===== config.mk =====
export PLATFORM = sky130hd
export DESIGN_NAME = dmem_bus_ctrl
export DESIGN_NICKNAME = d
export VERILOG_FILES = /design/src/rtl/dmem_bus_ctrl.sv
export SDC_FILE = /design/constraint.sdc
export NUM_CORES = 1
export LEC_CHECK = 0
export CAP_MARGIN = 20
export CORE_ASPECT_RATIO = 0.9
export CORE_UTILIZATION = 43
export CTS_BUF_LIST = sky130_fd_sc_hd__clkbuf_8
export CTS_CLUSTER_DIAMETER = 50
export DETAILED_ROUTE_END_ITERATION = 12
export PLACE_DENSITY_LB_ADDON = 0.15
export SYNTH_ARGS = -nofsm -noshare
export SYNTH_HDL_FRONTEND = slang
export SYNTH_SLANG_ARGS = --single-unit

===== constraint.sdc =====
create_clock -name clk -period 6.1 [get_ports clk]
set_input_delay 1.525 -clock clk [delete_from_list [all_inputs] [get_ports clk]]
set_output_delay 1.525 -clock clk [all_outputs]
set_load 0.01 [all_outputs]

===== src/rtl/dmem_bus_ctrl.sv =====
// M-stage data-memory bus controller: lane steering, req/ack handshake with timeout, pipeline stall.
// Optional store trace is enabled by defining DMEM_TRACE_EN.
module dmem_bus_ctrl #(
  parameter int unsigned MAX_WAIT = 16
) (
  input  logic        clk,
  input  logic        reset,
  input  logic        m_req,
  input  logic        m_we,
  input  logic [3:0]  m_byteen,
  input  logic [31:0] m_addr,
  input  logic [31:0] m_wdata,
  input  logic [31:0] m_pc,
  output logic        m_stall,
  output logic [31:0] m_rdata,
  output logic        m_err,
  output logic        bus_req,
  output logic        bus_we,
  output logic [31:0] bus_addr,
  output logic [3:0]  bus_byteen,
  output logic [31:0] bus_wdata,
  input  logic        bus_ack,
  input  logic [31:0] bus_rdata
);

  typedef enum logic [1:0] {S_IDLE = 2'd0, S_BUSY = 2'd1, S_DONE = 2'd2} state_e;

  localparam logic [7:0] CNT_LAST = 8'(MAX_WAIT - 1);

  state_e      state_q;
  logic        we_q;
  logic [3:0]  byteen_q;
  logic [31:0] addr_q;
  logic [31:0] wdata_q;
  logic [31:0] pc_q;
  logic [31:0] rdata_q;
  logic        err_q;
  logic [7:0]  cnt_q;
  logic        busy_s;

  // A store's enables must sit exactly where its address points; loads must be word aligned.
  function automatic logic misaligned(input logic we, input logic [3:0] be, input logic [1:0] a);
    logic bad;
    if (!we) begin
      bad = (a != 2'b00);
    end else begin
      case (be)
        4'b0001: bad = (a != 2'b00);
        4'b0010: bad = (a != 2'b01);
        4'b0100: bad = (a != 2'b10);
        4'b1000: bad = (a != 2'b11);
        4'b0011: bad = (a != 2'b00);
        4'b1100: bad = (a != 2'b10);
        4'b1111: bad = (a != 2'b00);
        default: bad = 1'b1;
      endcase
    end
    return bad;
  endfunction

  function automatic logic [31:0] steer(input logic [3:0] be, input logic [31:0] d);
    logic [31:0] s;
    case (be)
      4'b0001, 4'b0010, 4'b0100, 4'b1000: s = {4{d[7:0]}};
      4'b0011, 4'b1100:                   s = {2{d[15:0]}};
      default:                            s = d;
    endcase
    return s;
  endfunction

  // Transaction FSM with all request latches.
  always_ff @(posedge clk or posedge reset) begin
    if (reset) begin
      state_q  <= S_IDLE;
      we_q     <= 1'b0;
      byteen_q <= 4'b0000;
      addr_q   <= 32'h0000_0000;
      wdata_q  <= 32'h0000_0000;
      pc_q     <= 32'h0000_0000;
      rdata_q  <= 32'h0000_0000;
      err_q    <= 1'b0;
      cnt_q    <= 8'd0;
    end else begin
      case (state_q)
        S_IDLE: begin
          if (m_req) begin
            we_q     <= m_we;
            byteen_q <= m_we ? m_byteen : 4'b0000;
            addr_q   <= {m_addr[31:2], 2'b00};
            wdata_q  <= m_we ? steer(m_byteen, m_wdata) : 32'h0000_0000;
            pc_q     <= m_pc;
            rdata_q  <= 32'h0000_0000;
            cnt_q    <= 8'd0;
            if (misaligned(m_we, m_byteen, m_addr[1:0])) begin
              err_q   <= 1'b1;
              state_q <= S_DONE;
            end else begin
              err_q   <= 1'b0;
              state_q <= S_BUSY;
            end
          end
        end
        S_BUSY: begin
          if (bus_ack) begin
            rdata_q <= we_q ? 32'h0000_0000 : bus_rdata;
            state_q <= S_DONE;
`ifdef DMEM_TRACE_EN
            if (we_q) $display("@%h: *%h <= %h", pc_q, addr_q, wdata_q);
`endif
          end else if (cnt_q == CNT_LAST) begin
            cnt_q   <= cnt_q + 8'd1;
            err_q   <= 1'b1;
            rdata_q <= 32'h0000_0000;
            state_q <= S_DONE;
          end else begin
            cnt_q <= cnt_q + 8'd1;
          end
        end
        // The completing instruction's m_req is still visible here and must not re-issue.
        S_DONE:  state_q <= S_IDLE;
        default: state_q <= S_IDLE;
      endcase
    end
  end

`ifndef DMEM_TRACE_EN
  logic unused_pc_s;
  assign unused_pc_s = ^pc_q;
`endif

  assign busy_s     = (state_q == S_BUSY);
  assign bus_req    = busy_s;
  assign bus_we     = busy_s & we_q;
  assign bus_addr   = busy_s ? addr_q : 32'h0000_0000;
  assign bus_byteen = busy_s ? byteen_q : 4'b0000;
  assign bus_wdata  = busy_s ? wdata_q : 32'h0000_0000;
  assign m_rdata    = rdata_q;
  assign m_err      = (state_q == S_DONE) & err_q;

  // Stall is raised in the request cycle itself and released in DONE.
  always_comb begin
    m_stall = 1'b0;
    case (state_q)
      S_IDLE:  m_stall = m_req & ~reset;
      S_BUSY:  m_stall = 1'b1;
      S_DONE:  m_stall = 1'b0;
      default: m_stall = 1'b0;
    endcase
  end

endmodule

==> results.py <==
metrics = {
    "run_status": {
        "status": "finished clean",
    },
    "power": {
        "p_leak_nw": 3.48,
        "swShare": 0.290,
        "internal_power_mw": 1.20,
        "power_frac_comb": 0.216,
        "p_per_area_nw_per_um2": 224,
        "pwr-share-seq": 0.522,
        "ir_drop_uv": 110,
        "p_sw_mw": 0.491,
        "p_clk_frac": 0.262,
    },
    "die": {
        "core.rowCount": 37,
        "start_util": 0.447,
        "io_pins": 241,
        "die_h_um": 106,
        "core_area_um2": 11600,
        "dieArea_um2": 12500,
        "fp.dieW_um": 118,
    },
    "place": {
        "port_buffers": 206,
        "placed_cell_area_um2": 7340,
        "gp_congestion": 0.836,
        "hpwlAfterDp_mm": 9.88,
    },
    "detailed_routing": {
        "drt-total-wl_mm": 14.2,
        "drtIter0Drc": 254,
        "via_per_inst": 5.19,
        "drt_drc_violations_left": 0,
        "drtAntennaViolNets": 0,
        "wl_per_cell_um": 16.4,
        "vias": 4507,
        "first_pass_iters": 5,
    },
    "finish": {
        "diodes": 0,
        "num-fill-cells": 970,
        "mostFrequentLayoutCells": "clkdlybuf4s50_1, nand2_1, dfrtp_1",
        "final_nets": 845,
        "syn_to_final_growth_pct": 45.6,
        "design_area_um2": 7570,
        "final_layout_size_suffix_gt1_frac": 0.0520,
        "final_common_cell": "clkdlybuf4s50_1",
    },
    "clock_network": {
        "ctsHoldBuffers": 0,
        "h-tree-depth": 3,
        "clk_latency_ps": 380,
        "post_cts_buffers": 0,
        "clkTransAtPathRegs_ps": 100,
        "cts_sinks": 110,
        "cts_buffers": 9,
        "clk_path_buf_depth": 2,
        "cts_tree": "done",
        "root_buffer": "clkbuf_8",
        "post_cts_resized": 0,
    },
    "timing": {
        "clock.fmax_mhz": 212,
        "tns_ps": 0,
        "fin_crit_sh": 0.773,
        "rsz0062_at_grt": "false",
        "drv_slew": 0,
        "hold_viol_final": 0,
        "fin_skew_ps": 8.87,
        "relSlewSlack": 0.418,
        "tightest_slew_ps": 873,
        "fin_crit_ps": 4720,
        "setup_viol": 0,
    },
    "critical_path": {
        "cp-start-kind": "input port",
        "cp_max_fo": 43,
        "crit_type": "input port to output port",
        "critPathArrivalTime_ps": 3190,
        "worstPathRequired_ps": 4580,
        "endpoint_kind": "output port",
    },
    "yosys": {
        "synth_cell_types": 48,
        "synth_edf_count": 0,
        "yosys_warnings": 0,
        "syn-cell-area_um2": 5200,
        "synth_top_flop_cell": "dfrtp_1",
        "syn-instance-count": 520,
        "yosysSeqAreaShare": 0.529,
        "async_flop_share": 1.00,
        "synth-seq-cells": 110,
        "avgSynthCellArea_um2": 10.0,
    },
    "run": {
        "max_cap_viol_count": 0,
    },
    "global_routing": {
        "grtUsageTotal": 0.234,
        "grt_overflow_total": 0,
        "grt_max_degree": 70,
        "grt_pass1_vias": 4490,
        "antenna_found_initial": 0,
        "grt_first_pass_wirelength_mm": 23.0,
    },
    "worst_hold_path": {
        "hp-class": "flip-flop to flip-flop",
    },
}
-- metal layers --
metal	wire, µm	up-vias	part of all wire	global-route usage
li1	-	2140	-	-
met1	6120	2177	0.43	0.300
met4	101	0	0.0071	0.0495
met3	1050	8	0.074	0.0762
met2	6930	182	0.49	0.387
met5	0	-	0	0
-- flip-flops by register name (all words and copies together) (netlist names) --
signal / flops
m_rdata: 32
wdata_q: 32
addr_q: 30
cnt_q: 8
byteen_q: 4
state_q: 2
err_q: 1
we_q: 1
-- cells in the mapped netlist (2+ instances only) --
cell | n | area (µm²)
a211oi_1 | 3 | 22.5
a21o_1 | 8 | 60.1
a21oi_1 | 11 | 55.1
a221o_1 | 8 | 80.1
a22o_1 | 32 | 280
and2_1 | 68 | 425
and3_1 | 8 | 50.1
buf_1 | 5 | 18.8
buf_2 | 12 | 60.1
buf_4 | 4 | 30.0
clkbuf_1 | 17 | 63.8
dfrtp_1 | 110 | 2750
inv_1 | 2 | 7.51
mux2i_1 | 17 | 170
nand2_1 | 120 | 450
nand2b_1 | 2 | 12.5
nand3_1 | 17 | 85.1
nand3b_1 | 2 | 15.0
nand4_1 | 10 | 62.6
nor2_1 | 14 | 52.6
nor2_4 | 2 | 22.5
o211ai_1 | 8 | 60.1
o21ai_0 | 10 | 50.1
or3b_1 | 2 | 17.5
xnor2_1 | 5 | 43.8
-- power groups by stage --
| stage | logic [mW] | registers (mW) | clock network [mW] |
|---|---|---|---|
| floorplan | 0.202 | 0.888 | 0 |
| global placement | 0.359 | 0.895 | 0 |
| detailed placement | 0.369 | 0.899 | 0 |
| CTS | 0.370 | 0.885 | 0.456 |
| global route | 0.406 | 0.898 | 0.482 |
| finish | 0.366 | 0.885 | 0.444 |
-- path summary, 6_finish.rpt --
| check | startpoint | endpoint | slack (ps) | depth (start not counted) |
|---|---|---|---|---|
| setup reg to reg | state_q[0]$_DFFE_PP0P_ | m_rdata[16]$_DFFE_PP0P_ | 3670 | 5 |
| hold reg to reg | byteen_q[3]$_DFFE_PP0P_ | byteen_q[3]$_DFFE_PP0P_ | 470 | 2 |
| hold / removal | byteen_q[3]$_DFFE_PP0P_ | byteen_q[3]$_DFFE_PP0P_ | 470 | 2 |
| min in group asynchronous | reset | byteen_q[2]$_DFFE_PP0P_ | 1540 | 2 |
| max in group asynchronous | reset | m_rdata[16]$_DFFE_PP0P_ | 3300 | 3 |
| setup / recovery | reset | m_stall | 1380 | 5 |
-- per-stage QoR --
step	total power, mW	setup slack, ps	hold slack, ps	std cells	utilization
4_1_cts	1.71	1330	478	867	0.649
2_1_floorplan	1.09	347	430	521	-
3_5_place_dp	1.27	1340	454	851	0.632
3_3_place_gp	1.25	1330	444	851	0.632
5_1_grt	1.79	1230	489	868	0.651
6_report	1.69	1380	471	868	0.651
-- worst max-delay path, stage by stage --
cell             delay [ps]
clkdlybuf4s50_1         440
inv_4                   400
a21oi_1                 120
nor2_1                  130
clkdlybuf4s50_1         550
-- cells by family after synthesis --
group / count (synthesis) / share of synthesized area
other cells: 1 / 0.000721
fa+ha+maj: 1 / 0.00241
simple gates: 256 / 0.247
mux: 17 / 0.0327
buf+inv: 41 / 0.0375
xor+xnor: 8 / 0.0207
flops: 110 / 0.529
compound gates: 86 / 0.129
-- final cells by class --
cell class                      count  area, µm²  share of cell area
Sequential cell                   110       2750               0.364
Multi-Input combinational cell    370       2270               0.300
Timing Repair Buffer              214       2140               0.283
Tap cell                          156        195              0.0258
Clock buffer                       12        165              0.0218
Clock inverter                      4       33.8             0.00446
Inverter                            2       10.0             0.00132
(Power assumes the default switching activity.)
==> variant 1: new RTL, same flow settings <==
Encoding of `state_e`: now one-hot (3 bits for 3 states).
--- a/src/rtl/dmem_bus_ctrl.sv
+++ b/src/rtl/dmem_bus_ctrl.sv
@@ -23,7 +23,7 @@
   input  logic [31:0] bus_rdata
 );
 
-  typedef enum logic [1:0] {S_IDLE = 2'd0, S_BUSY = 2'd1, S_DONE = 2'd2} state_e;
+  typedef enum logic [2:0] {S_IDLE = 3'b001, S_BUSY = 3'b010, S_DONE = 3'b100} state_e;
 
   localparam logic [7:0] CNT_LAST = 8'(MAX_WAIT - 1);
 
Function: same outputs for any inputs over 4 cycles, from zero or initial values and one cycle with reset high; so few cycles prove little.
==> variant 1 against the original RTL <==
Power grew 8.9%; global-route usage shrank 0.82 points; final area is 4.5% higher; maximum frequency down 0.99%; routed wire length grew 4.3%; clock skew up 0.0079 ns; worst hold slack about the same; synthesized cell count up 14%; core utilization decreased by 0.63 points; worst setup slack lost 0.047 ns; sequential cell count grew 1; largest cell class unchanged; synthesized area is 6.0% higher.
==> variant 1: results (changes against the original RTL) <==
====================================================================================
Outcome ............................................................... finished, final reports clean
Share of cell area taken by muxes after synthesis .....................        3.09%   -0.19 points
Synth Area in XOR/XNOR ................................................        1.25%   -0.82 points
GRT Resource Usage Total ..............................................        22.6%   -0.82 points
Post-route clock skew .................................................    0.0168 ns   +0.00792 ns
Vias in the first global route ........................................        4,770   +6.2%
Met3 demand-to-capacity share in global routing .......................        6.74%   -0.88 points
Number of buffers inserted during clock tree synthesis ................            9   unchanged
Primary flip-flop cell chosen by synthesis mapping .................... sky130_fd_sc_hd__dfrtp_1
Cell depth of the worst min-delay path ................................            2   unchanged
Worst slack after detailed placement ..................................      1.33 ns   -0.0112 ns
Synth Area in Adders ..................................................       0.227%   -0.014 points
Clk slew on worst S/H paths ...........................................      0.10 ns   about the same
Proportion of layout cells with a drive suffix above 1 ................        5.24%   +0.046 points
Placer congestion estimate ............................................        0.824   -1.4%
CTS root buffer ....................................................... sky130_fd_sc_hd__clkbuf_8
GRT met1 Usage ........................................................        29.3%   -0.76 points
GR Util met2 ..........................................................        36.1%   -2.6 points
Number of buffers inserted by port buffering ..........................          206   unchanged
Drt initial violations ................................................          300   +18%
Slew at the pin closest to its max-slew limit .........................      1.02 ns   +0.151 ns
Fraction of the yosys area taken by sequential cells ..................        50.4%   -2.5 points
Switching power total .................................................       549 uW   +12%
First-pass GRT wire length ............................................      23.3 mm   +1.2%
Max IR drop VDD .......................................................       212 uV   +93%
Detail-routed via count per cell ......................................         5.18   -0.21%
LEAKAGE ...............................................................      3.53 nW   +1.2%
CTS HTree Levels ......................................................            3   unchanged
Detailed-placement wirelength estimate ................................      10.0 mm   +1.6%
Number of unique standard cell types used by synthesis ................           49   +2.1%
Pin count of the biggest net entering global routing ..................           84   +20%
Worst-skew pair later-pin latency .....................................      0.39 ns
Synth Area in Compound Gates ..........................................        13.8%   +0.93 points
Share of flip-flops with an asynchronous set or reset after synthesis .         100%   unchanged
Avg WL per Cell .......................................................      15.7 um   -3.9%
Nets@finish ...........................................................          915   +8.3%
Most instantiated cells after synthesis ............................... sky130_fd_sc_hd__nand2_1, sky130_fd_sc_hd__dfrtp_1, sky130_fd_sc_hd__and2_1
CTS resizes ...........................................................            0   unchanged
Crit Path Max Fanout ..................................................            9   -79%
Layout filler cell count ..............................................        1,010   +4.1%
Cell types occupying the most area after synthesis .................... sky130_fd_sc_hd__dfrtp_1, sky130_fd_sc_hd__nand2_1, sky130_fd_sc_hd__and2_1, sky130_fd_sc_hd__a22o_1, sky130_fd_sc_hd__mux2i_1
Worst EP arrival ......................................................      3.24 ns   +0.05 ns
Hold crit path type ...................................................      reg2reg
Detailed-router iteration count before antenna repair .................            6   +1
Cell depth of the worst flop-to-flop path .............................            6   +1
====================================================================================
## variant 1: cell type report
cell class / instances / area, um2 / share of cell area [%]
multi-input cells: 428 / 2480 / 31.3
flip-flops and latches: 111 / 2780 / 35.1
inverters: 12 / 47.5 / 0.601
repair buffers: 215 / 2190 / 27.7
clock buffers: 12 / 165 / 2.09
well taps: 160 / 200 / 2.53
clock inverters: 4 / 51.3 / 0.648
## variant 1: per-stage QoR
step | std cells | power [mW] | hold WS (ns) | instance area (um2)
global placement | 923 | 1.36 | 0.445 | 7620
global route | 942 | 1.97 | 0.493 | 7910
floorplan | 596 | 1.21 | 0.430 | 5510
finish | 942 | 1.85 | 0.471 | 7910
CTS | 941 | 1.87 | 0.476 | 7880
detailed placement | 925 | 1.39 | 0.453 | 7670
## variant 1: worst paths after layout
| kind | from | endpoint | slack (ns) |
|---|---|---|---|
| setup / recovery | m_req | m_stall | 1.34 |
| hold / removal | wdata_q[2] | wdata_q[2] | 0.47 |
| setup reg to reg | state_q[2] | m_rdata[13] | 3.64 |
| hold reg to reg | wdata_q[2] | wdata_q[2] | 0.47 |
| max in group asynchronous | reset | addr_q[31] | 3.65 |
| min in group asynchronous | reset | m_rdata[26] | 1.43 |
## variant 1: cells by family after synthesis
| kind of cell | after synthesis |
|---|---|
| adders and majority gates | 1 |
| other | 1 |
| xor gates and xnor gates | 7 |
| buffers and inverters | 57 |
| muxes | 17 |
| and+or+nand+nor | 300 |
| AOI/OAI and AO/OA | 101 |
| DFF | 111 |
## variant 1: layer usage
layer | vias up | wire [um]
li1 | 2370 | -
met1 | 2324 | 6360
met4 | 0 | 205
met2 | 170 | 7110
met5 | - | 0
met3 | 17 | 1140
## variant 1: power groups by stage
stage / sequential (mW) / combinational, mW / clock (mW)
final: 0.960 / 0.410 / 0.477
after global routing: 0.982 / 0.462 / 0.520
after CTS: 0.961 / 0.414 / 0.493
after detailed placement: 0.974 / 0.414 / 0
after global placement: 0.968 / 0.390 / 0
after floorplan: 0.951 / 0.261 / 0
## variant 1: critical path, cell delays in order
cell and delay, ns:
sky130_fd_sc_hd__clkdlybuf4s50_1 0.52, sky130_fd_sc_hd__nand3b_4 0.15, sky130_fd_sc_hd__or2_2 0.31, sky130_fd_sc_hd__o22ai_1 0.16, sky130_fd_sc_hd__clkdlybuf4s50_1 0.57
==> variant 2: new RTL, same flow settings <==
Made on the original files. The parameter `MAX_WAIT` goes from 16 to 12.
--- a/src/rtl/dmem_bus_ctrl.sv
+++ b/src/rtl/dmem_bus_ctrl.sv
@@ -1,7 +1,7 @@
 // M-stage data-memory bus controller: lane steering, req/ack handshake with timeout, pipeline stall.
 // Optional store trace is enabled by defining DMEM_TRACE_EN.
 module dmem_bus_ctrl #(
-  parameter int unsigned MAX_WAIT = 16
+  parameter int unsigned MAX_WAIT = 12
 ) (
   input  logic        clk,
   input  logic        reset,
Behaviour: same outputs for any inputs over 4 cycles, from zero or initial values and one cycle with reset high; that may be too few to reach the edited logic, so the function may still have changed.
==> variant 2 against the original RTL <==
Global-route usage is 0.76 points lower; sequential power about the same; routed wire length decreased by 0.89%; first-iteration DRC count is 15% higher; worst setup slack improved by 0.034 ns; synthesized area shrank 0.89%; register-to-register slack improved by 0.30 ns; sequential cell count is the same; clock skew rose by 0.0015 ns; clock power down 8.1%; power shrank 2.0%; final area decreased by 0.63%; critical path type unchanged; largest cell class unchanged.
==> variant 2: results (changes against the original RTL) <==
=====================================================================
Worst EP arrival .......................................      3.16 ns   -0.03 ns
Slew at the pin closest to its max-slew limit ..........      1.07 ns   +0.202 ns
PnR Total Power ........................................      1.66 mW   -2.0%
Synth Area in Adders ...................................       0.243%   +0.0022 points
Proportion of layout cells with a drive suffix above 1 .        5.63%   +0.44 points
Launch point of the worst reg-to-reg path ..............     cnt_q[0]
Area of combinational cells with multiple inputs .......     2230 um2   -1.8%
LEAKAGE ................................................      3.48 nW   -0.16%
Worst hold path endpoint ...............................  byteen_q[1]
Crit Path Max Fanout ...................................           39   -9.3%
Drt initial violations .................................          293   +15%
Number of placed cells counting well taps ..............          848   -0.35%
Critical R2R Capture ...................................  m_rdata[30]
GRT Resource Usage Total ...............................        22.7%   -0.76 points
First-pass GRT wire length .............................      22.2 mm   -3.7%
Non-clk buf share ......................................        28.7%   +0.41 points
Post-route clock skew ..................................    0.0104 ns   +0.00152 ns
Most instantiated cells after synthesis ................ sky130_fd_sc_hd__nand2_1, sky130_fd_sc_hd__dfrtp_1, sky130_fd_sc_hd__and2_1
Non-filler instance count after layout .................          866   -0.23%
Share of cell area taken by muxes after synthesis ......        3.11%   -0.16 points
Synth Area in XOR/XNOR .................................        1.65%   -0.42 points
Fraction of the yosys area taken by sequential cells ...        53.4%   +0.48 points
Synth Area in Compound Gates ...........................        12.7%   -0.15 points
Outcome ................................................ finished, final reports clean
Cell depth of the worst flop-to-flop path ..............            6   +1
Placer congestion estimate .............................        0.820   -1.9%
Detailed-router iteration count before antenna repair ..            4   -1
Area of placed instances ...............................     7300 um2   -0.49%
Worst slack after detailed placement ...................      1.38 ns   +0.0387 ns
Pin count of the biggest net entering global routing ...           74   +5.7%
Layout multi-input combinational cell count ............          368   -0.54%
Switching power total ..................................       495 uW   +0.68%
Synthesized area divided by synthesized cell count .....     9.99 um2   -0.12%
Synthesized netlist cell count .........................          516   -0.77%
=====================================================================
[variant 2: cell count changes in the layout (fill, tap and decap cells not counted), sizes merged, moves of 2 or more]
cell and delta:
clkbuf -2, and3 +2, or3b -2, clkinv +5, nor2 -4, nand2 +2, nand3b -2, nor2b +3
xnor2 -5, inv -3, xor2 +5, a211oi -2
[variant 2: worst max-delay path, cell delays in order]
cell and delay (ns):
sky130_fd_sc_hd__clkdlybuf4s50_1 0.44, sky130_fd_sc_hd__inv_4 0.38, sky130_fd_sc_hd__a21oi_1 0.12, sky130_fd_sc_hd__nor2_1 0.12
sky130_fd_sc_hd__clkdlybuf4s50_1 0.55
[variant 2: per-layer routing]
layer	GRT usage, %	wire length [um]	part of all wire [%]	vias up
li1	-	-	-	2136
met1	30.3	6340	45	2114
met2	36.9	6850	49	136
met3	4.00	741	5.3	9
met4	8.35	156	1.1	0
met5	0	0	0	-
